===== src/rtl/logic_op_issuer_pkg.sv =====
// Shared op-code, state and bus-width definitions for the logical-unit interface.
package logic_op_issuer_pkg;

    localparam int unsigned LU_OPERATOR_W = 8;

    localparam logic [2:0] OP_AND   = 3'b000;
    localparam logic [2:0] OP_XOR   = 3'b001;
    localparam logic [2:0] OP_NAND  = 3'b010;
    localparam logic [2:0] OP_OR    = 3'b011;
    localparam logic [2:0] OP_NOT   = 3'b100;
    localparam logic [2:0] OP_NOR   = 3'b101;
    localparam logic [2:0] OP_2COMP = 3'b110;
    localparam logic [2:0] OP_XNOR  = 3'b111;

    typedef enum logic [1:0] {
        ST_IDLE  = 2'd0,
        ST_DRIVE = 2'd1,
        ST_RESP  = 2'd2
    } issuer_state_e;

    // Single-operand ops ignore op2; callers drive it to zero.
    function automatic logic is_unary_op(input logic [2:0] op);
        return (op == OP_NOT) || (op == OP_2COMP);
    endfunction

endpackage


===== src/rtl/logic_op_issuer.sv =====
// Registered front end for logical_unit: accepts a request, holds the operand
// bus for SETTLE_CYCLES, captures the result and returns it on a response channel.
module logic_op_issuer
    import logic_op_issuer_pkg::*;
#(
    parameter int unsigned WIDTH         = 32,
    parameter int unsigned SETTLE_CYCLES = 1,
    parameter int unsigned COUNT_W       = 16
) (
    input  logic                     clk,
    input  logic                     rst_n,
    input  logic                     req_valid,
    output logic                     req_ready,
    input  logic [2:0]               req_op,
    input  logic [WIDTH-1:0]         req_a,
    input  logic [WIDTH-1:0]         req_b,
    output logic [LU_OPERATOR_W-1:0] lu_operator,
    output logic [WIDTH-1:0]         lu_op1,
    output logic [WIDTH-1:0]         lu_op2,
    input  logic [WIDTH-1:0]         lu_out,
    output logic                     rsp_valid,
    input  logic                     rsp_ready,
    output logic [WIDTH-1:0]         rsp_data,
    output logic [2:0]               rsp_op,
    output logic                     rsp_zero,
    output logic                     busy,
    output logic [COUNT_W-1:0]       op_count
);

    if (SETTLE_CYCLES < 1 || SETTLE_CYCLES > 15) begin : g_bad_settle
        $error("logic_op_issuer: SETTLE_CYCLES must be in 1..15");
    end

    localparam logic [3:0] SETTLE_INIT = 4'(SETTLE_CYCLES - 1);

    issuer_state_e              state_q, state_d;
    logic [3:0]                 cnt_q, cnt_d;
    logic [LU_OPERATOR_W-1:0]   lu_operator_q, lu_operator_d;
    logic [WIDTH-1:0]           lu_op1_q, lu_op1_d;
    logic [WIDTH-1:0]           lu_op2_q, lu_op2_d;
    logic                       rsp_valid_q, rsp_valid_d;
    logic [WIDTH-1:0]           rsp_data_q, rsp_data_d;
    logic [2:0]                 rsp_op_q, rsp_op_d;
    logic                       rsp_zero_q, rsp_zero_d;
    logic [COUNT_W-1:0]         op_count_q, op_count_d;

    // Next-state, operand-bus and response-capture logic.
    always_comb begin
        state_d       = state_q;
        cnt_d         = cnt_q;
        lu_operator_d = lu_operator_q;
        lu_op1_d      = lu_op1_q;
        lu_op2_d      = lu_op2_q;
        rsp_valid_d   = rsp_valid_q;
        rsp_data_d    = rsp_data_q;
        rsp_op_d      = rsp_op_q;
        rsp_zero_d    = rsp_zero_q;
        op_count_d    = op_count_q;
        case (state_q)
            ST_IDLE: begin
                if (req_valid) begin
                    lu_operator_d = LU_OPERATOR_W'(req_op);
                    lu_op1_d      = req_a;
                    lu_op2_d      = is_unary_op(req_op) ? '0 : req_b;
                    cnt_d         = SETTLE_INIT;
                    state_d       = ST_DRIVE;
                end
            end
            ST_DRIVE: begin
                if (cnt_q != 4'd0) begin
                    cnt_d = cnt_q - 4'd1;
                end else begin
                    rsp_data_d  = lu_out;
                    rsp_op_d    = lu_operator_q[2:0];
                    rsp_zero_d  = (lu_out == '0);
                    rsp_valid_d = 1'b1;
                    state_d     = ST_RESP;
                end
            end
            ST_RESP: begin
                if (rsp_ready) begin
                    rsp_valid_d = 1'b0;
                    op_count_d  = op_count_q + COUNT_W'(1);
                    state_d     = ST_IDLE;
                end
            end
            default: state_d = ST_IDLE;
        endcase
    end

    // State and datapath registers; reset discards any in-flight transaction.
    always_ff @(posedge clk or negedge rst_n) begin
        if (!rst_n) begin
            state_q       <= ST_IDLE;
            cnt_q         <= '0;
            lu_operator_q <= '0;
            lu_op1_q      <= '0;
            lu_op2_q      <= '0;
            rsp_valid_q   <= 1'b0;
            rsp_data_q    <= '0;
            rsp_op_q      <= '0;
            rsp_zero_q    <= 1'b0;
            op_count_q    <= '0;
        end else begin
            state_q       <= state_d;
            cnt_q         <= cnt_d;
            lu_operator_q <= lu_operator_d;
            lu_op1_q      <= lu_op1_d;
            lu_op2_q      <= lu_op2_d;
            rsp_valid_q   <= rsp_valid_d;
            rsp_data_q    <= rsp_data_d;
            rsp_op_q      <= rsp_op_d;
            rsp_zero_q    <= rsp_zero_d;
            op_count_q    <= op_count_d;
        end
    end

    assign req_ready   = (state_q == ST_IDLE);
    assign busy        = (state_q != ST_IDLE);
    assign lu_operator = lu_operator_q;
    assign lu_op1      = lu_op1_q;
    assign lu_op2      = lu_op2_q;
    assign rsp_valid   = rsp_valid_q;
    assign rsp_data    = rsp_data_q;
    assign rsp_op      = rsp_op_q;
    assign rsp_zero    = rsp_zero_q;
    assign op_count    = op_count_q;

endmodule


===== config.mk =====
export PLATFORM = sky130hd
export DESIGN_NAME = logic_op_issuer
export DESIGN_NICKNAME = d
export VERILOG_FILES = /design/src/rtl/logic_op_issuer_pkg.sv /design/src/rtl/logic_op_issuer.sv
export SDC_FILE = /design/constraint.sdc
export NUM_CORES = 1
export LEC_CHECK = 0
export CAP_MARGIN = 0
export CORE_MARGIN = 4
export CORE_UTILIZATION = 38
export DETAILED_ROUTE_END_ITERATION = 8
export GPL_TIMING_DRIVEN = 0
export HOLD_SLACK_MARGIN = 0.15
export PLACE_DENSITY = 0.77
export SYNTH_ARGS = -nofsm -noshare
export SYNTH_HDL_FRONTEND = slang
export SYNTH_SLANG_ARGS = --single-unit

===== constraint.sdc =====
create_clock -name clk -period 1.6 [get_ports clk]
set_input_delay 0.32 -clock clk [delete_from_list [all_inputs] [get_ports clk]]
set_output_delay 0.32 -clock clk [all_outputs]
set_load 0.05 [all_outputs]

# After elaboration in Yosys (flattened, before gate mapping)
# Index checks and enable logic that the tools add are counted.
# totals
register_bits	126
wordCells	45
output_inout_bits	127
# op_classes
bitwise	1
add_sub_neg	2
n_reduce_logical	13
n_eq_ne	8
n_mux	11
# op_table
op	n
zero test 32 bit	1
2-to-1 mux 32 bit	1
adder 16 x 1 -> 16 bit (second input constant)	1
AND reduction 3 bit	3
2-to-1 mux 4 bit	2
inequality test 2 bit (second input constant)	4
case mux 4 bit (2 select lines)	1
equality test 3 bit (second input constant)	2
2-to-1 mux 2 bit	3
case mux 2 bit (3 select lines)	1
AND reduction 2 bit	3
nonzero test 2 bit	3
nonzero test 4 bit	1
subtractor 4 x 1 -> 4 bit (second input constant)	1
equality test 2 x 1 -> 1 bit (second input constant)	1
equality test 2 bit (second input constant)	1
zero test 2 bit	1
2-to-1 mux 1 bit	2
case mux 1 bit (2 select lines)	1
logical OR 1 bit	1
NOT 1 bit	1

# Longest topological paths before layout
# logic_depth
ltp_word	3
ltp_mapped	8
depth_no_buf	6

# Worst setup path after synthesis
# Ideal clock, no wire load.
# synth_path
kind	flip-flop to flip-flop
startpoint	register state_q[0]
endpoint	register lu_op1_q[15] (netlist: lu_op1[15])
t_arrival_ps	1628
stages_incl_launch_ff	7
setup_ps	118
slack_ps	-145
path_cell_list	dfrtp_1 > nor2_2 > nand2_1 > buf_4 > clkbuf_1 > nand2_1 > nand2_1
# synth_between
elab_chain_cells	2
# synth_rtl
element	line	rtl
start: declaration	logic_op_issuer.sv:36	issuer_state_e state_q, state_d;
start signal: assignment	logic_op_issuer.sv:105	state_q <= state_d;
zero test 2 bit	--	
net req_ready	logic_op_issuer.sv:13	output logic req_ready,
AND reduction 2 bit (no line)	--	
end signal: assignment	logic_op_issuer.sv:108	lu_op1_q <= lu_op1_d;
end: declaration	logic_op_issuer.sv:39	logic [WIDTH-1:0] lu_op1_q, lu_op1_d;
# The timed path passes the listed nets, and every way through them passes these cells.
# A chain may end at the register's enable or synchronous reset.

# Final worst setup path
# layout_path
startpoint	register cnt_q[0]
endpoint	register rsp_data_q[26] (netlist: rsp_data[26])
# layout_between
elab_chain_cells	3
# layout_rtl
element	line	rtl
start: declaration	logic_op_issuer.sv:37	logic [3:0] cnt_q, cnt_d;
start signal: assignment	logic_op_issuer.sv:106	cnt_q <= cnt_d;
nonzero test 4 bit	logic_op_issuer.sv:70	if (cnt_q != 4'd0) begin
NOT 1 bit (no line)	--	
AND reduction 2 bit (no line)	--	
end signal: assignment	logic_op_issuer.sv:111	rsp_data_q <= rsp_data_d;
end: declaration	logic_op_issuer.sv:42	logic [WIDTH-1:0] rsp_data_q, rsp_data_d;
# Every way passes these cells.

==> impl_metrics.toml <==
[status]
status = "finished, violations left"
violations = "setup timing"

[global_route]
grt_pass1_vias = 4571
grt-ovfl-total = 0
grt_util_all_layers_pct = 19.3
grt_pass1_wl_microns = 22700
antenna_found_initial = 0
grt_max_degree = 73

[pwr]
seqPwrFrac_pct = 28.1
combPwrFrac_pct = 52.9
internal_power_mw = 10.3
power_switching_mw = 9.26
powerDensity_nw_per_um2 = 2380
swShare_pct = 47.3
ir_worst_vdd_v = 0.00131
leakagePower_nw = 3.98
p_clk_share_pct = 19.0

[layout]
n_fill_cell = 1105
areaGrowthSynthToFinish_pct = 60.7
drive_above_1_share_pct = 33.2
antenna_cells = 0
final_util_pct = 62.1
finalNetCount = 837

[timing]
max_slew_margin_pct = 65.9
hold_viol = 0
post-route-period-util_pct = 100
setup_viol = 6
slew_viol_final = 0
finalCriticalPeriod_ps = 1610
fmax_mhz = 622
hold_ws_ps = 429
tightest_slew_ps = 512
rsz0062_at_grt = "true"
layout_setup_ws_ps = -6.50
clock_skew_ps = 6.26

[critical_path]
reg2reg_slack_ps = -7
crit_type = "reg2reg"
cp_max_fo = 8
crit_path_start_kind = "flop"
cp.arrival_ps = 1890
cp.required_ps = 1890
r2r-start = "cnt_q[0]"
r2r_end = "rsp_data[26]"
cp-end-kind = "flop"
worstRegToRegCells = 7

[clocking]
cts_buffer_depth = 2
htreeDepth = 4
cts_buffers = 17
clk_pin_slew_ps = 50
cts_tree = "built"
root_buffer = "clkbuf_16"
cts.sinks = 126
clk_latency_ps = 400

[synthesis]
synthArstFlopShare_pct = 100
synth_edf_count = 0
ys_warn_count = 0
synth_area_per_cell_sq_um = 10.8
yosys_most_used_dff = "dfrtp_1"
syn-cell-area_sq_um = 5120
synth-seq-area-share_pct = 61.6
ys_ff_latch = 126
syn_inst = 472
synth_cell_types = 36

[run]
cap_viol_max_count = 0

[floorplanning]
row_count = 42
ios = 230
die-height_microns = 124
core_region_area_sq_um = 13200
start_util_pct = 38.7
die_x_microns = 124
die_area_sq_um = 15400

[routing]
vias = 4291
drc = 0
vias_per_cell = 4.67
wl_per_cell_microns = 15.7
routed_wl_microns = 14400
dr.pass1.iters = 5
postRouteAntennaNets = 0
drtIter0Drc = 178

[place]
dp_hpwl_microns = 10600
place_congestion = 0.755
portBuffers = 224

[worst_hold_path]
hold_class = "in2async"
==> logic make-up after synthesis <==
logic type | share of synthesized area [%]
fa+ha+maj | 0.733
flops | 61.6
mux | 8.80
compound gates | 0.709
xor+xnor | 2.91
buf+inv | 3.67
other cells | 0.0732
simple gates | 21.5
==> per-layer routing <==
layer	GRT usage [%]	up-vias	wire, microns	part of all wire, %
li1	-	2054	-	-
met1	20.9	2061	5320	37
met2	34.0	160	7490	52
met3	8.54	16	1440	10
met4	5.68	0	152	1.1
met5	0	-	0	0
==> how the worst max path moves through the flow <==
stage / start / end / slack [ps] / cells past startpoint
global placement: rst_n / op_count[1] / -5090 / 1
global route: cnt_q[1] / rsp_data[26] / -70 / 7
detailed placement: req_valid / lu_op1[31] / -230 / 6
floorplan: op_count[3] / op_count[15] / 5 / 4
finish: cnt_q[0] / rsp_data[26] / -7 / 7
CTS: cnt_q[1] / rsp_data[26] / -9 / 7
==> metrics by stage <==
step                      total power [mW]  area (sq um)  std cells  setup TNS (ps)  setup WS, ps
final                                 19.6          8230        918           -26.7         -6.50
after global routing                  20.6          8230        918            -956         -68.7
after CTS                             19.8          8400        916           -42.3         -8.94
after detailed placement              16.3          7630        877          -13810          -226
after global placement                16.1          7600        876         -594870         -5090
after floorplan                       12.4          5140        476               0          5.23
==> area by class of cell <==
| class | instances | area (sq um) | area share (%) |
|---|---|---|---|
| plain buffers | 26 | 180 | 2.19 |
| clock buffers | 23 | 488 | 5.93 |
| clock inverters | 7 | 87.6 | 1.06 |
| inverters | 6 | 22.5 | 0.274 |
| multi-input cells | 317 | 1840 | 22.4 |
| flip-flops and latches | 126 | 3160 | 38.4 |
| well taps | 176 | 220 | 2.68 |
| repair buffers | 237 | 2220 | 27.0 |
==> synthesized netlist by cell type, types with 2 or more instances <==
library cell,number,area (sq um)
inv_1,6,22.5
nor2_1,7,26.3
and2_1,2,12.5
dfrtp_1,126,3150
nand2b_1,2,12.5
xor2_1,11,96.3
mux2_2,32,360
nor4_1,8,50.1
nor3_1,3,15.0
nand4_1,5,31.3
ha_1,3,37.5
buf_6,2,22.5
clkbuf_1,6,22.5
buf_2,9,45.0
mux2_4,6,90.1
xnor2_1,6,52.6
o21ai_0,3,15.0
nand3_1,38,190
nand2_1,171,642
buf_4,10,75.1
==> sequential cells by signal, indices dropped and copies added, names as in the netlist <==
name         cells
lu_op1          32
lu_op2          32
rsp_data        32
op_count        16
cnt_q            4
lu_operator      3
rsp_op           3
state_q          2
rsp_valid        1
rsp_zero         1
==> critical path, cell delays in order (launching register included) <==
cell and delay [ps]:
dfrtp_1 390, inv_2 90, ha_4 130, nor3b_4 190
nand2_2 110, buf_8 150, buf_12 130, mux2_4 290
==> power groups by stage <==
| stage | combinational (mW) | sequential, mW | clock [mW] |
|---|---|---|---|
| after detailed placement | 10.8 | 5.51 | 0 |
| final | 10.3 | 5.49 | 3.72 |
| after floorplan | 2.43 | 10.0 | 0 |
| after CTS | 10.6 | 5.50 | 3.80 |
| after global routing | 11.0 | 5.67 | 3.98 |
| after global placement | 10.6 | 5.42 | 0 |
==> timing repair <==
action,4_1_cts,5_1_grt
hold buffers,1,0
endpoints found under the hold margin,54,0
setup buffers,8,3
resized for setup,345,63
setup endpoints to repair,158,105
pin swaps,2,3
==> layout by cell type, fill, tap and decap left out, types with 3 or more instances in the layout <==
master and count:
inv_2 3, buf_4 23, clkbuf_16 17, xnor2_1 6
clkbuf_2 43, mux2_2 32, o21ai_0 3, nor4_1 8
clkbuf_1 6, clkdlybuf4s50_1 101, buf_2 12, nand2_1 170
inv_1 3, clkbuf_8 4, nand4_1 5, mux2_4 6
conb_1 5, nand3_1 36, xor2_1 11, dfrtp_2 4
dfrtp_1 122, clkdlybuf4s15_2 72, nor2_1 7, clkinv_2 4
No activity file was read; power rests on OpenSTA's default activity.
